<file path="config.mk">
export PLATFORM = sky130hd
export DESIGN_NAME = decode_stage
export DESIGN_NICKNAME = d
export VERILOG_FILES = /design/src/rtl/rv_ctrl_pkg.sv /design/src/rtl/decode_stage_imm_gen.sv /design/src/rtl/decode_stage.sv
export SDC_FILE = /design/constraint.sdc
export NUM_CORES = 1
export LEC_CHECK = 0
export BUFFER_PORTS_ARGS = -buffer_cell sky130_fd_sc_hd__buf_2
export CAP_MARGIN = 20
export CORE_UTILIZATION = 50
export DETAILED_ROUTE_END_ITERATION = 10
export PLACE_DENSITY_LB_ADDON = 0.2
export SLEW_MARGIN = 10
export SYNTH_ARGS = -nofsm -noshare
export SYNTH_HDL_FRONTEND = slang
export SYNTH_HIERARCHICAL = 1
export SYNTH_SLANG_ARGS = --single-unit
</file>
<file path="constraint.sdc">
create_clock -name clk -period 5.8 [get_ports clk]
set_input_delay 1.74 -clock clk [delete_from_list [all_inputs] [get_ports clk]]
set_output_delay 1.74 -clock clk [all_outputs]
set_load 0.05 [all_outputs]
</file>
<file path="src/rtl/rv_ctrl_pkg.sv">
// Shared decode constants: opcodes, control-field codes and the control bundle layout.
package rv_ctrl_pkg;

    localparam logic [6:0] OPC_LOAD      = 7'b0000011;
    localparam logic [6:0] OPC_OP_IMM    = 7'b0010011;
    localparam logic [6:0] OPC_AUIPC     = 7'b0010111;
    localparam logic [6:0] OPC_OP_IMM_32 = 7'b0011011;
    localparam logic [6:0] OPC_STORE     = 7'b0100011;
    localparam logic [6:0] OPC_OP        = 7'b0110011;
    localparam logic [6:0] OPC_LUI       = 7'b0110111;
    localparam logic [6:0] OPC_OP_32     = 7'b0111011;
    localparam logic [6:0] OPC_BRANCH    = 7'b1100011;
    localparam logic [6:0] OPC_JALR      = 7'b1100111;
    localparam logic [6:0] OPC_JAL       = 7'b1101111;

    localparam logic [2:0] IT_R     = 3'b000;
    localparam logic [2:0] IT_I     = 3'b001;
    localparam logic [2:0] IT_S     = 3'b010;
    localparam logic [2:0] IT_B     = 3'b011;
    localparam logic [2:0] IT_U     = 3'b100;
    localparam logic [2:0] IT_J     = 3'b101;
    localparam logic [2:0] IT_AUIPC = 3'b110;

    localparam logic [2:0] ALU_ADD = 3'b000;
    localparam logic [2:0] ALU_R   = 3'b010;
    localparam logic [2:0] ALU_IMM = 3'b011;
    localparam logic [2:0] ALU_BR  = 3'b101;

    localparam logic [2:0] MEM_NONE = 3'b000;

    typedef enum logic [2:0] {
        IMM_NONE = 3'd0,
        IMM_I    = 3'd1,
        IMM_S    = 3'd2,
        IMM_B    = 3'd3,
        IMM_U    = 3'd4,
        IMM_J    = 3'd5
    } imm_fmt_e;

    typedef struct packed {
        logic [2:0] aluop;
        logic [2:0] insttype;
        logic [2:0] memread;
        logic [2:0] memwrite;
        logic       regwrite;
        logic       alusrc;
        logic       memtoreg;
        logic       branch;
        logic       jump;
        logic       word;
        logic       illegal;
    } ctrl_t;

    // Load/store size codes are the func3 value offset by one (LB/SB = 001).
    function automatic logic [2:0] mem_code(input logic [2:0] func3);
        return func3 + 3'd1;
    endfunction

endpackage

</file>
<file path="src/rtl/decode_stage_imm_gen.sv">
// Combinational immediate generator: picks the instruction's immediate field and sign-extends it to XLEN.
module imm_gen
    import rv_ctrl_pkg::*;
#(
    parameter int XLEN = 32
) (
    input  logic [31:0]     instr,
    input  imm_fmt_e        fmt,
    output logic [XLEN-1:0] imm
);

    logic [31:0] imm32_s;

    // Assemble the 32-bit immediate for the selected format.
    always_comb begin
        imm32_s = 32'd0;
        case (fmt)
            IMM_I:   imm32_s = {{20{instr[31]}}, instr[31:20]};
            IMM_S:   imm32_s = {{20{instr[31]}}, instr[31:25], instr[11:7]};
            IMM_B:   imm32_s = {{19{instr[31]}}, instr[31], instr[7], instr[30:25], instr[11:8], 1'b0};
            IMM_U:   imm32_s = {instr[31:12], 12'd0};
            IMM_J:   imm32_s = {{11{instr[31]}}, instr[31], instr[19:12], instr[20], instr[30:21], 1'b0};
            default: imm32_s = 32'd0;
        endcase
    end

    assign imm = XLEN'($signed(imm32_s));

endmodule

</file>
<file path="src/rtl/decode_stage.sv">
// Registered RV32/RV64 decode stage with valid/ready handshake, load-use interlock and flush.
module decode_stage
    import rv_ctrl_pkg::*;
#(
    parameter int XLEN        = 32,
    parameter int STALL_CNT_W = 16
) (
    input  logic                   clk,
    input  logic                   rst,
    input  logic                   in_valid,
    output logic                   in_ready,
    input  logic [31:0]            in_instr,
    input  logic [XLEN-1:0]        in_pc,
    input  logic                   flush,
    input  logic                   ex_is_load,
    input  logic [4:0]             ex_rd,
    output logic                   out_valid,
    input  logic                   out_ready,
    output logic [XLEN-1:0]        out_pc,
    output logic [4:0]             out_rs1,
    output logic [4:0]             out_rs2,
    output logic [4:0]             out_rd,
    output logic [XLEN-1:0]        out_imm,
    output logic [2:0]             out_aluop,
    output logic [2:0]             out_insttype,
    output logic [2:0]             out_memread,
    output logic [2:0]             out_memwrite,
    output logic                   out_regwrite,
    output logic                   out_alusrc,
    output logic                   out_memtoreg,
    output logic                   out_branch,
    output logic                   out_jump,
    output logic                   out_word,
    output logic                   out_illegal,
    output logic [STALL_CNT_W-1:0] stall_count
);

    localparam bit RV64 = (XLEN == 64);

    logic [6:0]      opcode_s;
    logic [2:0]      func3_s;
    logic [4:0]      rs1_s;
    logic [4:0]      rs2_s;
    ctrl_t           ctrl_s;
    ctrl_t           ctrl_r;
    imm_fmt_e        fmt_s;
    logic            uses_rs1_s;
    logic            uses_rs2_s;
    logic            hazard_s;
    logic            accept_s;
    logic [XLEN-1:0] imm_s;

    assign opcode_s = in_instr[6:0];
    assign func3_s  = in_instr[14:12];
    assign rs1_s    = in_instr[19:15];
    assign rs2_s    = in_instr[24:20];

    // Opcode decode; illegal encodings leave every control field cleared except illegal.
    always_comb begin
        ctrl_s     = '0;
        fmt_s      = IMM_NONE;
        uses_rs1_s = 1'b1;
        uses_rs2_s = 1'b0;
        case (opcode_s)
            OPC_OP, OPC_OP_32: begin
                uses_rs2_s = 1'b1;
                if ((opcode_s == OPC_OP_32) && !RV64) begin
                    ctrl_s.illegal = 1'b1;
                end else begin
                    ctrl_s.insttype = IT_R;
                    ctrl_s.aluop    = ALU_R;
                    ctrl_s.regwrite = 1'b1;
                    ctrl_s.word     = (opcode_s == OPC_OP_32);
                end
            end
            OPC_OP_IMM, OPC_OP_IMM_32: begin
                if ((opcode_s == OPC_OP_IMM_32) && !RV64) begin
                    ctrl_s.illegal = 1'b1;
                end else begin
                    ctrl_s.insttype = IT_I;
                    ctrl_s.aluop    = ALU_IMM;
                    ctrl_s.regwrite = 1'b1;
                    ctrl_s.alusrc   = 1'b1;
                    ctrl_s.word     = (opcode_s == OPC_OP_IMM_32);
                    fmt_s           = IMM_I;
                end
            end
            OPC_LOAD: begin
                if ((func3_s == 3'b111) || (!RV64 && ((func3_s == 3'b011) || (func3_s == 3'b110)))) begin
                    ctrl_s.illegal = 1'b1;
                end else begin
                    ctrl_s.insttype = IT_I;
                    ctrl_s.memread  = mem_code(func3_s);
                    ctrl_s.regwrite = 1'b1;
                    ctrl_s.alusrc   = 1'b1;
                    ctrl_s.memtoreg = 1'b1;
                    fmt_s           = IMM_I;
                end
            end
            OPC_STORE: begin
                uses_rs2_s = 1'b1;
                if (func3_s[2] || (!RV64 && (func3_s == 3'b011))) begin
                    ctrl_s.illegal = 1'b1;
                end else begin
                    ctrl_s.insttype = IT_S;
                    ctrl_s.memwrite = mem_code(func3_s);
                    ctrl_s.alusrc   = 1'b1;
                    fmt_s           = IMM_S;
                end
            end
            OPC_BRANCH: begin
                uses_rs2_s      = 1'b1;
                ctrl_s.insttype = IT_B;
                ctrl_s.aluop    = ALU_BR;
                ctrl_s.branch   = 1'b1;
                fmt_s           = IMM_B;
            end
            OPC_LUI, OPC_AUIPC: begin
                uses_rs1_s      = 1'b0;
                ctrl_s.insttype = (opcode_s == OPC_AUIPC) ? IT_AUIPC : IT_U;
                ctrl_s.aluop    = ALU_ADD;
                ctrl_s.regwrite = 1'b1;
                ctrl_s.alusrc   = 1'b1;
                fmt_s           = IMM_U;
            end
            OPC_JAL: begin
                uses_rs1_s      = 1'b0;
                ctrl_s.insttype = IT_J;
                ctrl_s.jump     = 1'b1;
                ctrl_s.regwrite = 1'b1;
                fmt_s           = IMM_J;
            end
            OPC_JALR: begin
                ctrl_s.insttype = IT_I;
                ctrl_s.jump     = 1'b1;
                ctrl_s.regwrite = 1'b1;
                ctrl_s.alusrc   = 1'b1;
                fmt_s           = IMM_I;
            end
            default: begin
                ctrl_s.illegal = 1'b1;
            end
        endcase
    end

    imm_gen #(.XLEN(XLEN)) u_imm_gen (
        .instr (in_instr),
        .fmt   (fmt_s),
        .imm   (imm_s)
    );

    assign hazard_s = in_valid && ex_is_load && (ex_rd != 5'd0) &&
                      ((uses_rs1_s && (rs1_s == ex_rd)) || (uses_rs2_s && (rs2_s == ex_rd)));
    assign in_ready = (!out_valid || out_ready) && !hazard_s && !flush;
    assign accept_s = in_valid && in_ready;

    // Output bundle register: flush drops, accept loads, a consumed bundle without replacement becomes a bubble.
    always_ff @(posedge clk or posedge rst) begin
        if (rst) begin
            out_valid <= 1'b0;
            out_pc    <= '0;
            out_rs1   <= 5'd0;
            out_rs2   <= 5'd0;
            out_rd    <= 5'd0;
            out_imm   <= '0;
            ctrl_r    <= '0;
        end else if (flush) begin
            out_valid <= 1'b0;
        end else if (accept_s) begin
            out_valid <= 1'b1;
            out_pc    <= in_pc;
            out_rs1   <= rs1_s;
            out_rs2   <= rs2_s;
            out_rd    <= in_instr[11:7];
            out_imm   <= imm_s;
            ctrl_r    <= ctrl_s;
        end else if (out_ready) begin
            out_valid <= 1'b0;
        end
    end

    // Saturating count of cycles spent in load-use interlock.
    always_ff @(posedge clk or posedge rst) begin
        if (rst) begin
            stall_count <= '0;
        end else if (hazard_s && !flush && (stall_count != {STALL_CNT_W{1'b1}})) begin
            stall_count <= stall_count + STALL_CNT_W'(1);
        end
    end

    assign out_aluop    = ctrl_r.aluop;
    assign out_insttype = ctrl_r.insttype;
    assign out_memread  = ctrl_r.memread;
    assign out_memwrite = ctrl_r.memwrite;
    assign out_regwrite = ctrl_r.regwrite;
    assign out_alusrc   = ctrl_r.alusrc;
    assign out_memtoreg = ctrl_r.memtoreg;
    assign out_branch   = ctrl_r.branch;
    assign out_jump     = ctrl_r.jump;
    assign out_word     = ctrl_r.word;
    assign out_illegal  = ctrl_r.illegal;

endmodule

</file>
==> impl_summary.txt, run 1 <==
----------------------------------------------------
[Die]
  Die span in x ... 105.5 um
  Initial Utilization ... 0.5169
  Count of pins on the block boundary ... 191
  Core Region ... 10,370 um^2
  Floorplan die height ... 105.5 um
  Full die area ... 11,140 um^2
  Number of core rows ... 37

[Route]
  Wire length after detailed routing ... 12,800 um
  Detailed Routing Iterations Pass 1 ... 4
  Via density per instance ... 5.338
  Via Count ... about 4,200
  1st-iter DRT viols ... 150
  ANT nets after route ... 0
  Post-route DRC ... 0
  DR WL/cell ... 16.30 um

[Power and ir drop]
  Pwr Density ... 367.8 nW/um^2
  Worst IR Drop VDD ... about 0.25 mV
  Leakage power figure ... 3.615 nW

[GRT]
  Antenna violations before repair ... 0
  First-pass GRT wire length ... between 20,000 and 25,000 um
  Pin count of the biggest net entering global routing ... 74
  Vias in the first global route ... 4,169
  Remaining global-route overflow ... 0
  Overall global routing resource usage ... 0.2380

[Yosys]
  Cells taking the most area after synthesis ... sky130_fd_sc_hd__dfrtp_1, sky130_fd_sc_hd__mux2_2, sky130_fd_sc_hd__nand2_1
  Number of synthesized flops with an enable pin ... 0
  Commonest cells in the synthesized netlist ... sky130_fd_sc_hd__dfrtp_1, sky130_fd_sc_hd__mux2_2, sky130_fd_sc_hd__nand2_1, sky130_fd_sc_hd__o21ai_0
  Synthesized instance count ... 449
  Fraction of post-synthesis cell area in the top cell type by area ... 0.5322
  Sequential element share of the synthesized area ... 0.5322
  Seq cells post-synth ... 114
  Syn Nets ... 529
  Top-count cell post-synth ... sky130_fd_sc_hd__dfrtp_1
  Commonest register cell after synthesis ... sky130_fd_sc_hd__dfrtp_1
  Number of library cell types mapped by synthesis ... 55
  Warning count from the yosys run ... 6
  Cell area after synthesis ... ~5400 um^2
  Area leader, netlist ... sky130_fd_sc_hd__dfrtp_1
  Post-Synthesis Mean Instance Area ... about 12 um^2
  Share of flip-flops with an asynchronous set or reset ... 1.000

[STA]
  Min Clock Period, post-route ... 5.148 ns
  Clock skew ... 0.009120 ns
  Count of endpoints failing setup in the final report ... 0
  Actual transition at the worst max-transition pin ... 0.8878 ns
  Fmax ... 194.3 MHz
  Share of the cycle needed by the critical path after routing ... 0.8875
  RSZ-0062 raised after global routing ... no
  Number of hold-slack violations in the final timing report ... 0
  Final Max Tran Viols ... 0
  Setup tns final ... 0 ns
  Worst hold slack across all endpoints ... between 0.4 and 0.5 ns
  Relative slew margins ... 0.4081

[Min path]
  Path category of the worst min-delay check ... reg -> reg

[CTS]
  Buffer type at the clock tree root ... sky130_fd_sc_hd__clkbuf_8
  Number of buffers created by CTS ... 17
  Post-cts resize count ... 0
  H-tree levels ... 4
  Clock tree buffer depth ... 2
  CTS Sinks ... 114
  Clk slew on worst S/H paths ... 0.05 ns
  Setup bufs post-CTS ... 0
  Later-pin clock latency in the skew report ... 0.51 ns
  Number of buffers added to fix hold violations after cts ... 0
  Clock tree from TritonCTS ... yes

[Critical path]
  WP data required ... 4.06 ns
  Critical Path Start Type ... input port
  Critical path start-end classification ... in -> out
  Arrival time reported for the critical path endpoint ... 3.41 ns
  Capturing element type of the critical path ... output port
  Worst-path fanout max ... 10

[Final layout]
  Finished Layout Cells ... 785
  Ratio of cells with drive above 1 in the final layout ... 0.4777
  Area added between synthesis and finish ... 30.77%
  Fin nets ... around 720
  Count of filler cells inserted in the layout ... 829
  Area taken by flip-flops and latches ... ~2900 um^2
  Area occupied by multi-input gates ... ~2300 um^2
  Antenna diode count ... 0

[Outcome]
  Run status ... complete, no violations

[Placement]
  Port Buffers ... 189
  Last weighted congestion value of the routability-driven placer ... 0.8708
  DP HPWL ... slightly above 9000 um
  Inst Count DP ... 753

[Job]
  Count of maximum capacitance violations ... 0

----------------------------------------------------
-- sequential cells by signal (all words and copies together) (netlist names) --
| signal | flops |
|---|---|
| out_imm | 32 |
| stall_count | 16 |
| out_alusrc | 1 |
| out_rs2 | 5 |
| out_rd | 5 |
| out_rs1 | 5 |
| out_aluop | 3 |
| out_memwrite | 3 |
| out_valid | 1 |
| out_insttype | 3 |
| out_pc | 32 |
| out_memread | 3 |
| out_branch | 1 |
| out_jump | 1 |
| out_illegal | 1 |
| out_regwrite | 1 |
| out_memtoreg | 1 |
-- cells by family (layout without fill, tap and decap cells) --
family	after synthesis	count (layout)	share of synthesized area
buffers and inverters	39	239	0.03968
adders and majority gates	5	5	0.01167
other	1	1	0.0006996
DFF	114	114	0.5322
xor gates and xnor gates	25	25	0.04085
muxes	81	81	0.1702
and+or+nand+nor	116	116	0.1169
AOI/OAI and AO/OA	68	68	0.08777
-- worst max-delay path, stage by stage --
cell	delay, ns
sky130_fd_sc_hd__buf_2	0.17
sky130_fd_sc_hd__or3b_4	0.41
sky130_fd_sc_hd__a21boi_4	0.35
sky130_fd_sc_hd__nor4_4	0.10
sky130_fd_sc_hd__a211oi_1	0.31
sky130_fd_sc_hd__buf_2	0.32
-- per-stage QoR --
stage / util / setup slack, ns / area, um^2 / total power (W)
after floorplan: - / 0.1517 / 5360 / 0.001332
after global placement: 0.6134 / 0.6908 / 6361 / 0.001465
after detailed placement: 0.6134 / 0.6701 / 6361 / 0.001476
after CTS: 0.6752 / 0.6595 / 7002 / 0.002605
after global routing: 0.6759 / 0.5975 / 7009 / 0.002673
final: 0.6759 / 0.6523 / 7009 / 0.002578
-- placed cells by master, fill, tap and decap left out, types with 10 or more instances in the layout --
master / n
sky130_fd_sc_hd__a21o_1: 10
sky130_fd_sc_hd__buf_2: 189
sky130_fd_sc_hd__clkbuf_16: 16
sky130_fd_sc_hd__dfrtp_1: 114
sky130_fd_sc_hd__inv_1: 13
sky130_fd_sc_hd__mux2_2: 76
sky130_fd_sc_hd__nand2_1: 39
sky130_fd_sc_hd__nor2_1: 13
sky130_fd_sc_hd__nor3_1: 13
sky130_fd_sc_hd__o21ai_0: 22
sky130_fd_sc_hd__xnor2_1: 14
sky130_fd_sc_hd__xor2_1: 11
-- layer usage --
metal  wire length [um]  part of all wire  global-route usage  vias to the layer above
met3                823             0.064             0.06988                       16
met2               6426              0.50              0.3929                      142
met4                187             0.015             0.08532                        0
met5                  0                 0                   0                        -
met1               5357              0.42              0.2980                     2073
li1                   -                 -                   -                     1959
-- worst paths after layout --
| path | startpoint | to | slack [ns] | depth (start not counted) |
|---|---|---|---|---|
| worst max register to register | stall_count[0] | stall_count[7] | 3.48 | 8 |
| min in group asynchronous | rst | out_pc[0] | 1.43 | 2 |
| worst min-delay path | out_aluop[1] | out_aluop[1] | 0.47 | 2 |
| max in group asynchronous | rst | out_rs2[3] | 3.30 | 3 |
| worst min register to register | out_aluop[1] | out_aluop[1] | 0.47 | 2 |
| worst max-delay path | in_instr[4] | in_ready | 0.65 | 6 |
-- power breakdown --
group	switching [W]	internal, W
clock	0.000346	0.000772
sequential	0.0000394	0.000872
combinational	0.000400	0.000150
-- area by class of cell --
class | instances | area share
clock buffers | 22 | 0.06605
repair buffers | 194 | 0.1421
flip-flops and latches | 114 | 0.4070
clock inverters | 9 | 0.02535
inverters | 14 | 0.007854
well taps | 136 | 0.02428
multi-input cells | 296 | 0.3274
Power figures use the tool's default switching activity.
==> run 2, diff against run 1 <==
--- a/config.mk
+++ b/config.mk
@@ -8,6 +8,7 @@
 export BUFFER_PORTS_ARGS = -buffer_cell sky130_fd_sc_hd__buf_2
 export CAP_MARGIN = 20
 export CORE_UTILIZATION = 50
+export CTS_BUF_LIST = sky130_fd_sc_hd__clkbuf_8 sky130_fd_sc_hd__clkbuf_16
 export DETAILED_ROUTE_END_ITERATION = 10
 export PLACE_DENSITY_LB_ADDON = 0.2
 export SLEW_MARGIN = 10
@@ -15,3 +16,4 @@
 export SYNTH_HDL_FRONTEND = slang
 export SYNTH_HIERARCHICAL = 1
 export SYNTH_SLANG_ARGS = --single-unit
+export TNS_END_PERCENT = 30
==> constraint.sdc (replaced) <==
create_clock -name clk -period 5.4 [get_ports clk]
set_input_delay 1.62 -clock clk [delete_from_list [all_inputs] [get_ports clk]]
set_output_delay 1.62 -clock clk [all_outputs]
set_load 0.05 [all_outputs]
==> run 2 against run 1 <==
Effect of this change:
- clock skew shrank 0.0021 ns
- global-route usage shrank 0.086 points
- critical path depth is the same
- sequential share of layout area grew 0.34 points
- final area shrank 0.84%
- flip-flop and latch count is the same
- setup slack gained 0.028 ns
- core utilization shrank 0.57 points
- total power grew 1.6%
- first-iteration DRC count grew 43%
==> impl_summary.txt, run 2 (synthesized netlist as in run 1, its figures left out) <==
----------------------------------------------------
[GRT]
  Overall global routing resource usage ... 0.2371 (was 0.2380)
  Remaining global-route overflow ... 0 (unchanged)
  Antenna violations before repair ... 0 (unchanged)
  Vias in the first global route ... 4,181 (was 4,169)
  Pin count of the biggest net entering global routing ... 48 (was 74)
  First-pass GRT wire length ... 20,380 um (was 20,540 um)

[Power and ir drop]
  Switching fraction of total power ... 0.3256 (was 0.3046)
  Sw power ... 0.0008526 W (was 0.0007853 W)
  Internal power consumption ... 0.001766 W (was 0.001793 W)
  Leakage power figure ... 3.603 nW (was 3.615 nW)
  Worst IR Drop VDD ... 0.2595 mV (was 0.2544 mV)
  Sequential fraction of design power ... 0.374 (was 0.353)
  Share of total power in combinational logic ... 0.226 (was 0.213)
  Final Power ... 0.002619 W (was 0.002578 W)
  Clock network power share ... 0.400 (was 0.433)
  Pwr Density ... 376.8 nW/um^2 (was 367.8 nW/um^2)

[Critical path]
  Worst-path fanout max ... 14 (was 10)
  Crit path max-delay cell type ... sky130_fd_sc_hd__nor4_2 (was sky130_fd_sc_hd__or3b_4)
  Cell family contributing the most delay on the critical path ... simple AND/OR/NAND/NOR gates (was compound AO/OA/AOI/OAI gates)
  Buffers & Inverters on Critical Path ... 2 (unchanged)
  Startpoint of the worst-slack reg-to-reg timing path ... stall_count[0] (unchanged)
  WP data required ... 3.78 ns (was 4.06 ns)
  Slowest Stage Delay on Critical Path ... 0.54 ns (was 0.41 ns)
  Arrival time reported for the critical path endpoint ... 3.10 ns (was 3.41 ns)
  Origin of the worst setup path ... in_instr[6] (was in_instr[4])
  Capturing element type of the critical path ... output port (unchanged)
  Critical Path Start Type ... input port (unchanged)
  Critical path start-end classification ... in -> out (unchanged)
  Register-to-register setup slack ... 3.11 ns (was 3.48 ns)
  Critical Path, Cell by Cell ... buf_2 > and2b_1 > o21ai_0 > nor4_2 > a211oi_2 > buf_2 (was buf_2 > or3b_4 > a21boi_4 > nor4_4 > a211oi_1 > buf_2)
  Most common cell on crit path ... sky130_fd_sc_hd__buf_2 (unchanged)

[Placement]
  Last weighted congestion value of the routability-driven placer ... 0.8185 (was 0.8708)
  DP HPWL ... 9298 um (was 9201 um)
  Port Buffers ... 189 (unchanged)
  Cell area after placement ... 6384 um^2 (was 6361 um^2)

[Final layout]
  Most common cell after layout, fill and taps aside ... sky130_fd_sc_hd__buf_2 (unchanged)
  Largest regs ... out_imm x32, out_pc x32, stall_count x16 (unchanged)
  Ratio of cells with drive above 1 in the final layout ... 0.4824 (was 0.4777)
  Cell area after layout ... 6950 um^2 (was 7009 um^2)
  Fin nets ... 721 (was 717)
  Area added between synthesis and finish ... 29.67% (was 30.77%)
  Commonest cells after routing, fill and taps aside ... sky130_fd_sc_hd__buf_2, sky130_fd_sc_hd__dfrtp_1, sky130_fd_sc_hd__mux2_2 (unchanged)
  Count of filler cells inserted in the layout ... 819 (was 829)
  Antenna diode count ... 0 (unchanged)

[Route]
  Post-route DRC ... 0 (unchanged)
  Via Count ... 4,219 (was 4,190)
  1st-iter DRT viols ... 215 (was 150)
  ANT nets after route ... 0 (unchanged)
  DR WL/cell ... 16.25 um (was 16.30 um)
  Detailed Routing Iterations Pass 1 ... 4 (unchanged)
  Wire length after detailed routing ... 12,820 um (was 12,800 um)
  Via density per instance ... 5.347 (was 5.338)

[CTS]
  Post-cts resize count ... 0 (unchanged)
  Buffer type at the clock tree root ... sky130_fd_sc_hd__clkbuf_8 (unchanged)
  Clock tree from TritonCTS ... yes (unchanged)
  Number of buffers created by CTS ... 17 (unchanged)
  Number of buffers added to fix hold violations after cts ... 0 (unchanged)
  CTS Sinks ... 114 (unchanged)
  H-tree levels ... 4 (unchanged)
  Clock tree buffer depth ... 2 (unchanged)
  Setup bufs post-CTS ... 0 (unchanged)
  Clk slew on worst S/H paths ... 0.05 ns (about the same)
  Later-pin clock latency in the skew report ... 0.52 ns (was 0.51 ns)

[Die]
  Initial Utilization ... 0.5169 (unchanged)
  Number of core rows ... 37 (unchanged)
  Full die area ... 11,140 um^2 (unchanged)
  Core Region ... 10,370 um^2 (unchanged)
  Floorplan die height ... 105.5 um (unchanged)
  Die span in x ... 105.5 um (unchanged)
  Count of pins on the block boundary ... 191 (unchanged)

[STA]
  Number of hold-slack violations in the final timing report ... 0 (unchanged)
  Share of the cycle needed by the critical path after routing ... 0.8740
  Actual transition at the worst max-transition pin ... 0.8997 ns (was 0.8878 ns)
  Worst hold slack across all endpoints ... 0.4631 ns (was 0.4707 ns)
  Fmax ... 211.9 MHz
  Clock skew ... 0.007040 ns (was 0.009120 ns)
  Final Max Tran Viols ... 0 (unchanged)
  Count of endpoints failing setup in the final report ... 0 (unchanged)
  Setup tns final ... 0 ns (unchanged)
  Min Clock Period, post-route ... 4.720 ns
  RSZ-0062 raised after global routing ... no (unchanged)
  Relative slew margins ... 0.3990 (was 0.4081)

[Job]
  Count of maximum capacitance violations ... 0 (unchanged)

[Min path]
  Path category of the worst min-delay check ... reg -> reg (unchanged)
  Hold path startpoint ... out_aluop[1] (unchanged)

[Outcome]
  Run status ... complete, no violations (unchanged)

----------------------------------------------------
==> run 2: worst register-to-register path, delay by kind of cell, from the launching register on <==
family                   cells  cell delay [ns]
buffers and inverters        1             0.24
AND/OR/NAND/NOR              3             0.64
adder cells (fa/ha/maj)      1             0.24
flip-flops                   1             0.43
AO/OA/AOI/OAI                2             0.49
XOR/XNOR                     1             0.18
==> run 2: through the flow <==
stage | util | setup WS, ns | std cells
2_1_floorplan | - | 0.4684 | 449
3_3_place_gp | 0.6156 | 0.7006 | 757
3_5_place_dp | 0.6156 | 0.6812 | 757
4_1_cts | 0.6695 | 0.6802 | 788
5_1_grt | 0.6702 | 0.5862 | 789
6_report | 0.6702 | 0.6802 | 789
==> run 2: final timing paths <==
path	endpoint	depth (start not counted)
hold / removal	out_aluop[1]	2
setup / recovery	in_ready	6
hold reg to reg	out_aluop[1]	2
setup reg to reg	stall_count[10]	8
min in group asynchronous	stall_count[3]	2
max in group asynchronous	out_rs2[4]	3
==> run 2: power by group through the flow <==
stage                     clock, W  sequential [W]  combinational, W
final                      0.00105        0.000978          0.000593
after global routing       0.00110        0.000988          0.000623
after CTS                  0.00106        0.000979          0.000598
after detailed placement         0        0.000991          0.000597
after global placement           0        0.000987          0.000589
after floorplan                  0         0.00128          0.000153
==> run 2: final cells by class <==
| type | instances | area, um^2 | share of cell area |
|---|---|---|---|
| Clock buffer | 19 | 441.7 | 0.06355 |
| Inverter | 14 | 55.05 | 0.007921 |
| Sequential cell | 114 | 2853 | 0.4104 |
| Tap cell | 136 | 170.2 | 0.02448 |
| Clock inverter | 12 | 117.6 | 0.01692 |
| Multi-Input combinational cell | 296 | 2300 | 0.3309 |
| Timing Repair Buffer | 198 | 1013 | 0.1458 |
==> run 2: routing by layer <==
| layer | vias up | global-route usage | wire length (um) |
|---|---|---|---|
| li1 | 1973 | - | - |
| met1 | 2052 | 0.3023 | 5439 |
| met2 | 175 | 0.3820 | 6278 |
| met3 | 19 | 0.06741 | 897 |
| met4 | 0 | 0.09623 | 202 |
| met5 | - | 0 | 0 |
